==> src/rtl/fetch_pc_ctrl.sv <==
// PC register and instruction-fetch sequencer: memory wait states, load-use stalls,
// misprediction redirect/flush, and draining of a fetch made stale by a redirect.
module fetch_pc_ctrl #(
  parameter logic [31:0] RESET_PC = 32'h0000_0000,
  parameter int unsigned CNT_W    = 16
) (
  input  logic             clk,
  input  logic             rst,
  input  logic [31:0]      next_pc_in,
  input  logic [31:0]      redirect_pc,
  input  logic             misprediction,
  input  logic             hazard_stall,
  input  logic             imem_ready,
  output logic             imem_req,
  output logic [31:0]      imem_addr,
  output logic [31:0]      pc,
  output logic             fetch_valid,
  output logic             if_id_flush,
  output logic             id_exe_flush,
  output logic [CNT_W-1:0] mispredict_cnt
);

  typedef enum logic [1:0] {StBoot, StRun, StWaitMem, StDrain} state_e;

  state_e             r_state, w_state_d;
  logic [31:0]        r_pc, w_pc_d;
  logic [31:0]        r_redir, w_redir_d;
  logic [CNT_W-1:0]   r_cnt;
  logic               w_req, w_valid, w_flush, w_cnt_inc;

  always_comb begin
    w_state_d = r_state;
    w_pc_d    = r_pc;
    w_redir_d = r_redir;
    w_req     = 1'b0;
    w_valid   = 1'b0;
    w_flush   = 1'b0;
    w_cnt_inc = 1'b0;
    unique case (r_state)
      StBoot: w_state_d = StRun;
      StRun, StWaitMem: begin
        if (misprediction) begin
          w_flush   = 1'b1;
          w_cnt_inc = 1'b1;
          if (r_state == StRun || imem_ready) begin
            w_pc_d    = redirect_pc;
            w_state_d = StRun;
          end else begin
            // Request already outstanding: keep the address stable until it returns.
            w_redir_d = redirect_pc;
            w_state_d = StDrain;
          end
        end else if (!hazard_stall) begin
          w_req = 1'b1;
          if (imem_ready) begin
            w_valid   = 1'b1;
            w_pc_d    = next_pc_in;
            w_state_d = StRun;
          end else begin
            w_state_d = StWaitMem;
          end
        end
      end
      StDrain: begin
        w_req = 1'b1;
        if (misprediction) begin
          w_flush   = 1'b1;
          w_cnt_inc = 1'b1;
          w_redir_d = redirect_pc;
        end
        if (imem_ready) begin
          w_pc_d    = misprediction ? redirect_pc : r_redir;
          w_state_d = StRun;
        end
      end
      default: w_state_d = StBoot;
    endcase
  end

  always_ff @(posedge clk) begin
    if (rst) begin
      r_state <= StBoot;
      r_pc    <= RESET_PC;
      r_redir <= RESET_PC;
      r_cnt   <= '0;
    end else begin
      r_state <= w_state_d;
      r_pc    <= w_pc_d;
      r_redir <= w_redir_d;
      if (w_cnt_inc && (r_cnt != {CNT_W{1'b1}})) r_cnt <= r_cnt + 1'b1;
    end
  end

  assign imem_req       = w_req & ~rst;
  assign fetch_valid    = w_valid & ~rst;
  assign if_id_flush    = w_flush & ~rst;
  assign id_exe_flush   = w_flush & ~rst;
  assign imem_addr      = r_pc;
  assign pc             = r_pc;
  assign mispredict_cnt = r_cnt;

endmodule

==> config.mk <==
export PLATFORM = sky130hd
export DESIGN_NAME = fetch_pc_ctrl
export DESIGN_NICKNAME = d
export VERILOG_FILES = /design/src/rtl/fetch_pc_ctrl.sv
export SDC_FILE = /design/constraint.sdc
export NUM_CORES = 1
export LEC_CHECK = 0
export ABC_AREA = 1
export ABC_CLOCK_PERIOD_IN_PS = 1630
export CAP_MARGIN = 30
export CORE_MARGIN = 2
export CORE_UTILIZATION = 35
export CTS_CLUSTER_SIZE = 28
export DETAILED_ROUTE_END_ITERATION = 8
export PLACE_DENSITY = 0.65
export SLEW_MARGIN = 25
export SYNTH_ARGS = -nofsm -noshare
export SYNTH_HDL_FRONTEND = slang
export SYNTH_SLANG_ARGS = --single-unit
==> constraint.sdc <==
create_clock -name clk -period 1.63 [get_ports clk]
set_clock_uncertainty 0.05 [all_clocks]
set_input_delay 0.326 -clock clk [delete_from_list [all_inputs] [get_ports clk]]
set_output_delay 0.326 -clock clk [all_outputs]
set_load 0.005 [all_outputs]
==> impl_metrics.yaml, run 1 <==
run_status:
  status: "complete, but fails checks"
  failed_checks: "setup timing"
timing:
  whs_ns: 0.4343
  finalHoldViolCount: 0
  finalSetupViolations: 56
  fin_crit_sh_pct: 113.2
  report.final.slew_viol_count: 0
  slew_headroom_pct: 68.03
  min_period_ns: 1.846
  clock.fmax_mhz: 541.8
  rsz0062_at_grt: "yes"
  setup_slack_ns: -0.2158
  worst_pin_slew_ns: 0.4795
  fin_setup_tns_ns: -7.093
worst_setup_path:
  worstPathMaxFanout: 2
  crit_slowest_cell: "dfxtp_2"
  max_stage_delay_ns: 0.33
  worstSetupPathType: "register to primary output"
  required_ns: 1.25
  cp.arrival_ns: 1.47
  crit_chain: "inv_2 -> ha_4 -> nand2_2 -> nor2_1 -> inv_1 -> a211oi_2 -> buf_2"
  critical_path.startpoint_type: "register"
  crit_path_end_kind: "primary output"
floorplan:
  coreArea_um2: 13830
  die_w_um: 122.9
  die-area_um2: 15110
  initial_core_util_pct: 35.81
  die_h_um: 122.9
  std_cell_rows: 43
  ios: 153
grt:
  grt_pass1_vias: 4756
  grt_pass1_wl_um: 23670
  grt_overflow: 0
  grt_start_max_net_pins: 65
  gr-usage-all-layers_pct: 20.14
  antenna_found_initial: 0
place:
  dp_slack_ns: -0.3631
  port_buffers: 152
  dp.cells: 1064
  gp_congestion: 0.8440
  dp_hpwl_um: 9222
cells_and_area:
  final_cells: 1106
  drive_gt1_share_pct: 17.06
  syn_to_final_growth_pct: 54.61
  antenna_cells: 0
  layout.nets: 994
logic_synthesis:
  yosys_register_bits: 82
  syn-cell-area_um2: 4951
  yosysTopAreaCell: "dfxtp_1"
  syn_avg_cell_area_um2: 6.438
  synth_area_leaders: "dfxtp_1 (33%), nand2_1 (20%), nor2_1 (8.6%)"
  synthCells: 769
  synthDistinctLibCells: 28
  synth_nets: 842
  yosys.area.top_type_share_pct: 33.16
  yosysWarnings: 0
  ys_seq_area_share_pct: 33.16
clock_tree:
  cts_tree: "done"
  cts_sinks: 82
  clkTransAtPathRegs_ns: 0.06
  root_buffer: "clkbuf_16"
  numCtsBuffers: 9
  clockBufferDepth: 2
  ctsHtreeMaxLevel: 3
  clk-insertion-delay-late_ns: 0.34
detailed_routing:
  wl_met1_um: 6898
  wirelength_um: 15300
  top_layer: "met4"
  ant_nets: 0
  post-route-drc-count: 0
  viasPerCell: 4.788
  drtIter0Drc: 376
  wl_per_cell_um: 13.83
  met2_length_um: 7283
  routed-via-count: 5295
  wl_met3_um: 769
  dr.pass1.iters: 5
flow_run:
  drv_cap: 0
power_and_ir_drop:
  total_leakage_power_nw: 3.731
  power.total_mw: 8.089
  power.density_nw_per_um2: 1057
  vdd_ir_drop_max_mv: 0.5926
min_path:
  hold_path.class: "register to register"
==> synthesized netlist by cell type <==
| library cell | number |
|---|---|
| clkbuf_1 | 14 |
| nand2_4 | 1 |
| a211oi_1 | 2 |
| inv_2 | 5 |
| nand2_2 | 3 |
| dfxtp_1 | 82 |
| inv_1 | 49 |
| nand2_1 | 268 |
| nor2_2 | 4 |
| o21ai_1 | 9 |
| a31oi_1 | 1 |
| nor2_1 | 114 |
| nor3_1 | 2 |
| o21a_1 | 1 |
| nor2_4 | 1 |
| a21oi_4 | 1 |
| a21oi_1 | 8 |
| a21boi_0 | 32 |
| buf_2 | 19 |
| buf_6 | 2 |
| nand3_1 | 43 |
| o21ai_0 | 25 |
| ha_1 | 4 |
| buf_4 | 39 |
| o21ai_2 | 2 |
| nand4_1 | 5 |
| o211a_1 | 32 |
| buf_1 | 1 |
==> through the flow <==
step	utilization, %	instance area [um^2]
finish	55.36	7655
global route	55.36	7655
CTS	54.22	7497
detailed placement	47.76	6604
global placement	47.76	6604
floorplan	-	4954
==> cell usage in the layout (no fill, tap or decap), types with 7 or more instances in the layout <==
master	n
buf_4	32
inv_1	47
inv_2	7
nor2_2	10
dfxtp_1	60
clkdlybuf4s50_1	134
a21boi_0	32
o21ai_0	25
dlygate4sd2_1	8
buf_12	18
o211a_1	32
nand2_1	264
nand3_2	19
dfxtp_2	19
nand3_1	23
a21oi_1	8
o21ai_1	9
buf_16	9
clkbuf_16	9
nor2_1	105
==> worst paths after layout <==
check	endpoint	startpoint	slack (ns)	cells after the start
worst max register to register	imem_addr[13]$_SDFFE_PP0P_	r_state[0]$_SDFFE_PP0P_	-0.20	10
worst min-delay path	r_redir[1]$_SDFFE_PP0P_	r_redir[1]$_SDFFE_PP0P_	0.43	1
worst min register to register	r_redir[1]$_SDFFE_PP0P_	r_redir[1]$_SDFFE_PP0P_	0.43	1
worst max-delay path	imem_req	r_state[0]$_SDFFE_PP0P_	-0.22	7
==> worst max-delay path, delay by kind of cell, from the launching register on <==
family / cells / cell delay [ns]
AND/OR/NAND/NOR: 2 / 0.13
adder cells (fa/ha/maj): 1 / 0.26
AO/OA/AOI/OAI: 1 / 0.16
flip-flops: 1 / 0.33
buffers and inverters: 3 / 0.26
==> routing by layer <==
| layer | track usage, % | up-vias |
|---|---|---|
| li1 | - | 2737 |
| met1 | 25.28 | 2385 |
| met2 | 34.01 | 146 |
| met3 | 3.275 | 27 |
| met4 | 8.764 | 0 |
| met5 | 0 | - |
==> layout make-up <==
| type | count | area (um^2) |
|---|---|---|
| flip-flops and latches | 82 | 1677 |
| repair buffers | 216 | 2424 |
| multi-input cells | 558 | 2846 |
| fillers | 1293 | 6172 |
| inverters | 54 | 202.7 |
| clock inverters | 3 | 40.04 |
| well taps | 180 | 225.2 |
| clock buffers | 13 | 240.2 |
==> cells by family after synthesis <==
family / synth area share (%)
buffers and inverters: 13.52
adders and majority gates: 1.011
DFF: 33.16
and+or+nand+nor: 35.48
AOI/OAI and AO/OA: 16.83
==> state kept, by name (all words and copies together) (netlist names) <==
| signal | count |
|---|---|
| imem_addr | 32 |
| r_redir | 32 |
| mispredict_cnt | 16 |
| r_state | 2 |
==> power by group <==
part / internal [mW] / leakage (nW) / total (mW) / switching, mW
combinational: 2.07 / 2.91 / 3.49 / 1.42
sequential: 2.37 / 0.685 / 2.60 / 0.228
clock: 1.18 / 0.138 / 2.00 / 0.815
total: 5.63 / 3.73 / 8.09 / 2.46
==> what timing repair did <==
| action | in CTS | in global routing |
|---|---|---|
| hold buffers | 0 | 0 |
| cloned | 12 | 0 |
| endpoints found under the setup margin | 93 | 90 |
| pin swaps | 6 | 9 |
| setup buffers | 10 | 7 |
| resized for setup | 77 | 40 |
(Power assumes the default switching activity.)
==> run 2: changes to the inputs <==
CORE_UTILIZATION = 43   (was 35)
PLACE_DENSITY = 0.78   (was 0.65)
==> run 2 against run 1 <==
The run still ends with setup timing left. Final area is essentially flat. Die area decreased by 18%. Worst hold slack better by 0.012 ns. Sequential cell count is the same. First-iteration DRC count is 0.80% higher. Final cell count decreased by 3.4%. Sequential power hardly changed. Setup slack worse by 0.027 ns. Largest cell class unchanged. Largest power group unchanged.
==> impl_metrics.yaml, run 2 (synthesis results as in run 1) <==
worst_setup_path:
  reg2reg_depth: 10
  max_stage_delay_ns: 0.33
  cp.arrival_ns: 1.50
  rr_endpoint: "imem_addr[27]$_SDFFE_PP0P_"
  worstSetupPathType: "register to primary output"
  crit_path_end_kind: "primary output"
  crit_chain: "inv_2 -> ha_4 -> nand2_4 -> nor2_4 -> inv_2 -> a211oi_2 -> buf_2"
  worstPathMaxFanout: 2
  critical_path.startpoint_type: "register"
  cpMostUsedCell: "inv_2"
  r2r_start: "r_state[1]$_SDFFE_PP0P_"
  reg2reg_slack_ns: -0.21
  required_ns: 1.25
  crit_slowest_cell: "dfxtp_2"
cells_and_area:
  final_cell_mix: "nand2_1 (265), clkdlybuf4s50_1 (141), nor2_1 (108)"
  post-route-cell-area_um2: 7657
  fin_util_pct: 67.64
  syn_to_final_growth_pct: 54.66
  layout_commonest_cell: "nand2_1"
  drive_gt1_share_pct: 18.70
  antenna_cells: 0
  final_cells: 1068
  layout.nets: 993
  nFillCells: 951
detailed_routing:
  ant_nets: 0
  wirelength_um: 15130
  post-route-drc-count: 0
  wl_per_cell_um: 14.17
  dr.pass1.iters: 5
  drtIter0Drc: 379
  viasPerCell: 5.110
  routed-via-count: 5457
place:
  port_buffers: 152
  gp_congestion: 0.9170
  dp.cells: 1023
  dp_hpwl_um: 9222
  dp_slack_ns: -0.6137
  placed_area_um2: 6545
power_and_ir_drop:
  power.total_mw: 7.934
  vdd_ir_drop_max_mv: 0.5631
  power.density_nw_per_um2: 1036
  total_leakage_power_nw: 3.650
clock_tree:
  cts_hold_buffers: 0
  cts_tree: "done"
  cts_sinks: 82
  root_buffer: "clkbuf_16"
  clkTransAtPathRegs_ns: 0.06
  ctsHtreeMaxLevel: 3
  clockBufferDepth: 2
  clk-insertion-delay-late_ns: 0.33
  numCtsBuffers: 9
timing:
  worst_pin_slew_ns: 0.4450
  slew_headroom_pct: 70.33
  min_period_ns: 1.873
  report.final.slew_viol_count: 0
  fin_setup_tns_ns: -7.921
  fin_crit_sh_pct: 114.9
  whs_ns: 0.4460
  finalSetupViolations: 62
  rsz0062_at_grt: "yes"
  setup_slack_ns: -0.2432
  finalHoldViolCount: 0
  clock.fmax_mhz: 533.8
grt:
  grt_pass1_vias: 4930
  grt_pass1_wl_um: 23480
  antenna_found_initial: 0
  grt_overflow: 0
  grt_start_max_net_pins: 65
  gr-usage-all-layers_pct: 22.85
run_status:
  failed_checks: "setup timing"
  status: "complete, but fails checks"
floorplan:
  initial_core_util_pct: 43.73
  std_cell_rows: 39
  die_w_um: 111.3
  die_h_um: 111.3
  coreArea_um2: 11320
  ios: 153
  die-area_um2: 12390
min_path:
  min_from: "r_redir[18]$_SDFFE_PP0P_"
  worstHoldEndpoint: "r_redir[18]$_SDFFE_PP0P_"
  hold_depth: 1
  hold_path.class: "register to register"
flow_run:
  drv_cap: 0
run 2: cell count changes in the layout (fill, tap and decap cells not counted), moves of 5 or more:
cell             before  now
nand3_2              19   29
buf_6                 3   11
clkdlybuf4s50_1     134  141
nand3_1              23   12
dfxtp_2              19   24
buf_12               18   13
buf_4                32   27
dlymetal6s2s_1        6    1
run 2: area by class of cell:
type,count,area (um^2),area share (%)
Clock buffer,11,242.7,3.170
Timing Repair Buffer,215,2396,31.29
Sequential cell,82,1675,21.88
Multi-Input combinational cell,558,2927,38.22
Inverter,54,207.7,2.712
Clock inverter,5,30.03,0.3922
Tap cell,143,178.9,2.337
run 2: worst max-delay path by stage:
stage	start	endpoint	cells past startpoint
floorplan	r_state[0]$_SDFFE_PP0P_	imem_req	6
global placement	misprediction	imem_req	7
detailed placement	misprediction	imem_req	7
CTS	r_state[1]$_SDFFE_PP0P_	imem_req	7
global route	r_state[0]$_SDFFE_PP0P_	imem_req	7
finish	r_state[0]$_SDFFE_PP0P_	imem_req	7
run 2: power breakdown:
| part | leakage, nW | switching, mW | internal, mW | total (mW) |
|---|---|---|---|---|
| Combinational | 2.83 | 1.44 | 2.02 | 3.46 |
| Clock | 0.131 | 0.816 | 1.07 | 1.88 |
| Sequential | 0.686 | 0.225 | 2.37 | 2.59 |
| Total | 3.65 | 2.48 | 5.45 | 7.93 |
run 2: layer usage:
| metal | track usage (%) | routed length, um |
|---|---|---|
| met1 | 29.90 | 6578 |
| met2 | 37.60 | 7347 |
| met3 | 3.171 | 789 |
| met4 | 10.29 | 413 |
| met5 | 0 | 0 |
run 2: worst max-delay path: cells and delay by family (launching register included):
kind,cells,cell delay [ns]
adders and majority gates,1,0.28
DFF,1,0.33
and+or+nand+nor,2,0.16
buffers and inverters,3,0.24
AOI/OAI and AO/OA,1,0.16
run 2: timing repair:
action	CTS	global route
setup endpoints to repair	93	89
pin swaps	3	12
resized for setup	72	62
buffers inserted	12	7
cloned	9	4
